===== src/rtl/cp0_gen.sv =====
`default_nettype none
// ============================================================================
//  Module   : cp0_gen
//  Brief    : Parametrised MIPS coprocessor 0 (SR, Cause, EPC, PRId,
//             BadVAddr, Count/Compare). Optional timer: `define CP0_TIMER_EN.
//  Revision : 1.0  initial release
// ============================================================================
module cp0_gen #(
    parameter int          NUM_HWINT  = 6,
    parameter logic [31:0] PRID_VAL   = 32'h0000_4E59,
    parameter int          TIMER_LINE = 5
) (
    input  logic                 clk,
    input  logic                 reset,
    input  logic [4:0]           rd_addr,
    output logic [31:0]          rd_data,
    input  logic                 wr_en,
    input  logic [4:0]           wr_addr,
    input  logic [31:0]          wr_data,
    input  logic [NUM_HWINT-1:0] hw_int,
    input  logic                 exc_begin,
    input  logic [4:0]           exc_code,
    input  logic                 exc_bd,
    input  logic [31:0]          exc_pc,
    input  logic [31:0]          exc_badvaddr,
    input  logic                 exc_bad_vld,
    input  logic                 eret,
    output logic                 int_req,
    output logic [31:0]          epc_out,
    output logic                 exl_out
);

    localparam logic [4:0] c_BADVADDR = 5'd8;
    localparam logic [4:0] c_COUNT    = 5'd9;
    localparam logic [4:0] c_COMPARE  = 5'd11;
    localparam logic [4:0] c_SR       = 5'd12;
    localparam logic [4:0] c_CAUSE    = 5'd13;
    localparam logic [4:0] c_EPC      = 5'd14;
    localparam logic [4:0] c_PRID     = 5'd15;

    logic [7:0]           r_im;
    logic                 r_exl;
    logic                 r_ie;
    logic                 r_bd;
    logic [4:0]           r_exc_code;
    logic [NUM_HWINT-1:0] r_ip;
    logic [29:0]          r_epc;
    logic [31:0]          r_badvaddr;

    logic                 w_ti;
    logic [31:0]          w_count_rd;
    logic [31:0]          w_compare_rd;
    logic [NUM_HWINT-1:0] w_ti_vec;
    logic [NUM_HWINT-1:0] w_ip_live;
    logic [7:0]           w_ip_field;
    logic                 w_wr_sr;
    logic                 w_wr_cause;
    logic                 w_wr_epc;
    logic                 w_exc_first;
    logic                 w_unused;

    assign w_wr_sr     = wr_en && (wr_addr == c_SR);
    assign w_wr_cause  = wr_en && (wr_addr == c_CAUSE);
    assign w_wr_epc    = wr_en && (wr_addr == c_EPC);
    // Only a non-nested entry records the return point and delay-slot flag.
    assign w_exc_first = exc_begin && !r_exl;
    assign w_unused    = ^exc_pc[1:0];

    always_ff @(posedge clk) begin
        if (reset) begin
            r_im       <= 8'd0;
            r_exl      <= 1'b0;
            r_ie       <= 1'b0;
            r_bd       <= 1'b0;
            r_exc_code <= 5'd0;
            r_ip       <= '0;
            r_epc      <= 30'd0;
            r_badvaddr <= 32'd0;
        end else begin
            if (exc_begin) begin
                r_exl <= 1'b1;
            end else if (eret) begin
                r_exl <= 1'b0;
            end else if (w_wr_sr) begin
                r_exl <= wr_data[1];
            end

            if (w_wr_sr) begin
                r_im <= wr_data[15:8];
                r_ie <= wr_data[0];
            end

            if (exc_begin) begin
                r_exc_code <= exc_code;
            end else if (w_wr_cause) begin
                r_exc_code <= wr_data[6:2];
            end

            if (w_exc_first) begin
                r_bd <= exc_bd;
            end else if (w_wr_cause) begin
                r_bd <= wr_data[31];
            end

            // EPC low bits always read as zero, so only [31:2] is stored.
            if (w_exc_first) begin
                r_epc <= exc_bd ? (exc_pc[31:2] - 30'd1) : exc_pc[31:2];
            end else if (w_wr_epc) begin
                r_epc <= wr_data[31:2];
            end

            if (exc_begin && exc_bad_vld) begin
                r_badvaddr <= exc_badvaddr;
            end

            r_ip <= w_ip_live;
        end
    end

`ifdef CP0_TIMER_EN
    logic [31:0] r_count;
    logic [31:0] r_compare;
    logic        r_ti;
    logic        w_wr_count;
    logic        w_wr_compare;

    assign w_wr_count   = wr_en && (wr_addr == c_COUNT);
    assign w_wr_compare = wr_en && (wr_addr == c_COMPARE);

    always_ff @(posedge clk) begin
        if (reset) begin
            r_count   <= 32'd0;
            r_compare <= 32'd0;
            r_ti      <= 1'b0;
        end else begin
            if (w_wr_count) begin
                r_count <= wr_data;
            end else begin
                r_count <= r_count + 32'd1;
            end

            if (w_wr_compare) begin
                r_compare <= wr_data;
            end

            // Writing Compare acknowledges the timer and beats a coincident match.
            if (w_wr_compare) begin
                r_ti <= 1'b0;
            end else if (r_count == r_compare) begin
                r_ti <= 1'b1;
            end
        end
    end

    assign w_ti         = r_ti;
    assign w_count_rd   = r_count;
    assign w_compare_rd = r_compare;
`else
    assign w_ti         = 1'b0;
    assign w_count_rd   = 32'd0;
    assign w_compare_rd = 32'd0;
`endif

    assign w_ti_vec  = NUM_HWINT'(w_ti) << TIMER_LINE;
    assign w_ip_live = hw_int | w_ti_vec;

    always_comb begin
        w_ip_field                  = 8'd0;
        w_ip_field[2 +: NUM_HWINT]  = r_ip;
    end

    // Interrupt request uses the live lines, not the registered IP copy.
    assign int_req = (|(r_im[2 +: NUM_HWINT] & w_ip_live)) & r_ie & ~r_exl;
    assign epc_out = {r_epc, 2'b00};
    assign exl_out = r_exl;

    always_comb begin
        rd_data = 32'd0;
        case (rd_addr)
            c_BADVADDR: rd_data = r_badvaddr;
            c_COUNT:    rd_data = w_count_rd;
            c_COMPARE:  rd_data = w_compare_rd;
            c_SR:       rd_data = {16'd0, r_im, 6'd0, r_exl, r_ie};
            c_CAUSE:    rd_data = {r_bd, w_ti, 14'd0, w_ip_field, 1'b0, r_exc_code, 2'b00};
            c_EPC:      rd_data = {r_epc, 2'b00};
            c_PRID:     rd_data = PRID_VAL;
            default:    rd_data = 32'd0;
        endcase
    end

endmodule
`default_nettype wire


===== config.mk =====
export PLATFORM = sky130hd
export DESIGN_NAME = cp0_gen
export DESIGN_NICKNAME = d
export VERILOG_FILES = /design/src/rtl/cp0_gen.sv
export SDC_FILE = /design/constraint.sdc
export NUM_CORES = 1
export LEC_CHECK = 0
export ABC_AREA = 1
export CAP_MARGIN = 20
export CORE_ASPECT_RATIO = 1.4
export CORE_MARGIN = 4
export CORE_UTILIZATION = 30
export CTS_BUF_LIST = sky130_fd_sc_hd__clkbuf_8
export DETAILED_ROUTE_END_ITERATION = 10
export MAX_ROUTING_LAYER = met4
export PLACE_DENSITY = 0.68
export SETUP_SLACK_MARGIN = 0.02
export SYNTH_ARGS = -nofsm -noshare
export SYNTH_HDL_FRONTEND = slang
export SYNTH_SLANG_ARGS = --single-unit

===== constraint.sdc =====
create_clock -name clk -period 4.2 [get_ports clk]
set_input_delay 0.84 -clock clk [delete_from_list [all_inputs] [get_ports clk]]
set_output_delay 0.84 -clock clk [all_outputs]
set_load 0.03 [all_outputs]

==> flow_summary.json <==
{
  "status": "complete, no violations",
  "detail-route-antenna-nets": 0,
  "p_comb_frac": 0.231,
  "post_cts_buffers": 0,
  "overflow": 0,
  "p_per_area_nw_per_um2": 277.1,
  "grt_max_degree": 40,
  "instances_no_fill": 1100,
  "avgSynthCellArea_um2": 6.577,
  "fin_skew_ns": 0.01063,
  "regArea_um2": 1682,
  "cts_buffers": 9,
  "worstReg2RegEnd": "r_epc[29]",
  "multi_input_area_um2": 2654,
  "crit_required_ns": 3.36,
  "final_nets": 1023,
  "final_cell_mix": "clkdlybuf4s50_1, nand2_1, nor2_1",
  "switching_power_uw": 588.6,
  "critPathMaxFanout": 11,
  "initial_core_util": 0.3055,
  "insertion_delay_ns": 0.36,
  "cts_hold_buf": 0,
  "cts_resized": 0,
  "yosysWarningCount": 0,
  "period_minus_slack_ns": 3.765,
  "ys_ff_latch": 84,
  "final_common_cell": "clkdlybuf4s50_1",
  "endpoint_kind": "output pin",
  "rsz0062_at_grt": "no",
  "drtIter0Drc": 358,
  "max-cap-violations": 0,
  "fin_tns_setup_ns": 0,
  "std_cell_rows": 54,
  "wl_per_cell_um": 16.28,
  "total_power_uw": 1918,
  "antenna_found_initial": 1,
  "leakage_uw": 0.002758,
  "switching_share": 0.3069,
  "port-buffer-count": 185,
  "core-area_um2": 15610,
  "worstPathArrival_ns": 2.93,
  "synth_top_area_share": 0.3527,
  "period_share": 0.8965,
  "holdPathEnd": "r_ie",
  "final_max_slew_viol_count": 0,
  "final.fill_count": 1602,
  "yosysSeqAreaShare": 0.3527,
  "drc": 0,
  "clk_pin_slew_ns": 0.09,
  "path_class": "input pin to output pin",
  "pwr-share-seq": 0.461,
  "die_area_um2": 18000,
  "gp_congestion": 0.9323,
  "dpl.hpwl_um": 14310,
  "tightest_slew_ns": 0.6063,
  "min_from": "r_ie",
  "cts_tree": "yes",
  "setup_violations": 0,
  "worst-r2r-cell-count": 8,
  "dp_cells": 1083,
  "ys_types": 42,
  "pwr-share-clk": 0.308,
  "synthTopCellsByArea": "dfxtp_1, nand2_1, nor2_1",
  "hold_path.class": "register to register",
  "synth.cell_area_um2": 4768,
  "slew_headroom": 0.5948,
  "cts-root-buf": "clkbuf_8",
  "hold_violations": 0,
  "first_pass_iters": 5,
  "dr_total_vias": 5314,
  "rr_startpoint": "exl_out",
  "cts_sinks": 84,
  "whs_path_depth": 2,
  "wl_um": 17910,
  "grt_pass1_vias": 5142,
  "grt_first_pass_wirelength_um": 27480,
  "yosysTopAreaCell": "dfxtp_1",
  "r2r_slack_ns": 2.14,
  "avgViaCountPerCell": 4.831,
  "critPathLaunchType": "input pin",
  "die_w_um": 114.6,
  "clockBufferDepth": 2,
  "fmax_ghz": 0.2656,
  "io_pins": 190,
  "htreeDepth": 3,
  "ir_drop_mv": 0.1416,
  "p_int_uw": 1329,
  "drive_gt1_frac": 0.1008,
  "syn-instance-count": 725,
  "die_h_um": 157.2,
  "globalRouteTotalUtil": 0.2021,
  "area_growth_pct": 45.19
}
==> state kept, by name, summed over array words and instances, names as in the netlist <==
signal      cells
r_exc_code      5
r_im            8
r_epc          30
r_ie            1
r_bd            1
r_ip            6
r_badvaddr     32
exl_out         1
==> layout make-up <==
class | instances | share of cell area
clock inverter | 7 | 0.01048
multi-input combinational | 540 | 0.3833
timing repair buffer | 198 | 0.2740
clock buffer | 9 | 0.01789
antenna | 1 | 0.0003615
sequential | 84 | 0.2429
tap | 196 | 0.03542
inverter | 65 | 0.03560
==> cells in the mapped netlist <==
cell type / count
a21o_1: 1
nand2_2: 7
nor3_4: 2
a21oi_1: 38
buf_2: 16
nor3_1: 10
a211o_1: 1
nor2_8: 1
xor2_1: 8
clkbuf_1: 11
o21bai_1: 1
nor2_1: 138
nand3b_1: 2
o221ai_1: 7
xnor2_1: 2
nor2_2: 10
o2111ai_1: 7
nand2_4: 1
buf_1: 1
o211ai_1: 2
a221oi_1: 1
nor3_2: 2
nand3_1: 34
conb_1: 1
ha_1: 1
o22ai_1: 3
inv_4: 1
dfxtp_1: 84
nand4_1: 7
buf_4: 8
nand3_2: 2
inv_2: 8
a21oi_2: 1
a22o_1: 12
inv_1: 56
buf_6: 1
nand2_1: 154
o21ai_1: 7
nor2_4: 5
a31oi_1: 11
o21ai_0: 59
or2_2: 1
==> per-layer routing <==
layer  global-route usage  routed length [um]  share of wire
met1               0.2460                7655           0.43
met2               0.3419                8955           0.50
met3              0.02538                 772          0.043
met4              0.07187                 529          0.030
met5                    -                   0              0
==> per-stage QoR <==
stage / setup slack, ns / util / hold WS, ns / area [um^2]
final: 0.4345 / 0.4436 / 0.4827 / 6923
after global placement: 0.4031 / 0.4308 / 0.4635 / 6724
after CTS: 0.4248 / 0.4434 / 0.4846 / 6920
after global routing: 0.3165 / 0.4436 / 0.5055 / 6923
after detailed placement: 0.4342 / 0.4308 / 0.4721 / 6724
after floorplan: 1.289 / - / 0.4491 / 4772
==> power by group through the flow <==
stage / clock network [uW] / logic, uW / registers [uW]
3_5_place_dp: 0 / 446 / 902
4_1_cts: 600 / 447 / 883
6_report: 590 / 444 / 884
3_3_place_gp: 0 / 442 / 901
5_1_grt: 630 / 488 / 890
2_1_floorplan: 0 / 180 / 931
==> critical path: stages <==
cell             delay, ns
clkdlybuf4s50_1       0.53
nand2_1               0.09
nor2_2                0.13
inv_2                 0.06
nor3_4                0.40
a22o_1                0.21
clkdlybuf4s50_1       0.67
==> worst max path at each step <==
stage                     from           to  slack (ns)
finish              rd_addr[2]  rd_data[18]        0.43
global route        rd_addr[0]   rd_data[1]        0.32
CTS                 rd_addr[2]  rd_data[18]        0.42
detailed placement  rd_addr[2]  rd_data[18]        0.43
global placement    rd_addr[2]  rd_data[27]        0.40
floorplan           rd_addr[2]  rd_data[25]        1.29
==> cells by family after synthesis <==
family                     Yosys count  share of synthesized area
and+or+nand+nor                    376                     0.3456
other                                1                  0.0007864
adders and majority gates            1                   0.002624
AOI/OAI and AO/OA                  151                     0.1871
DFF                                 84                     0.3527
xor gates and xnor gates            10                    0.01837
buffers and inverters              102                    0.09289
Note: power is estimated with default switching activity, not from simulation.
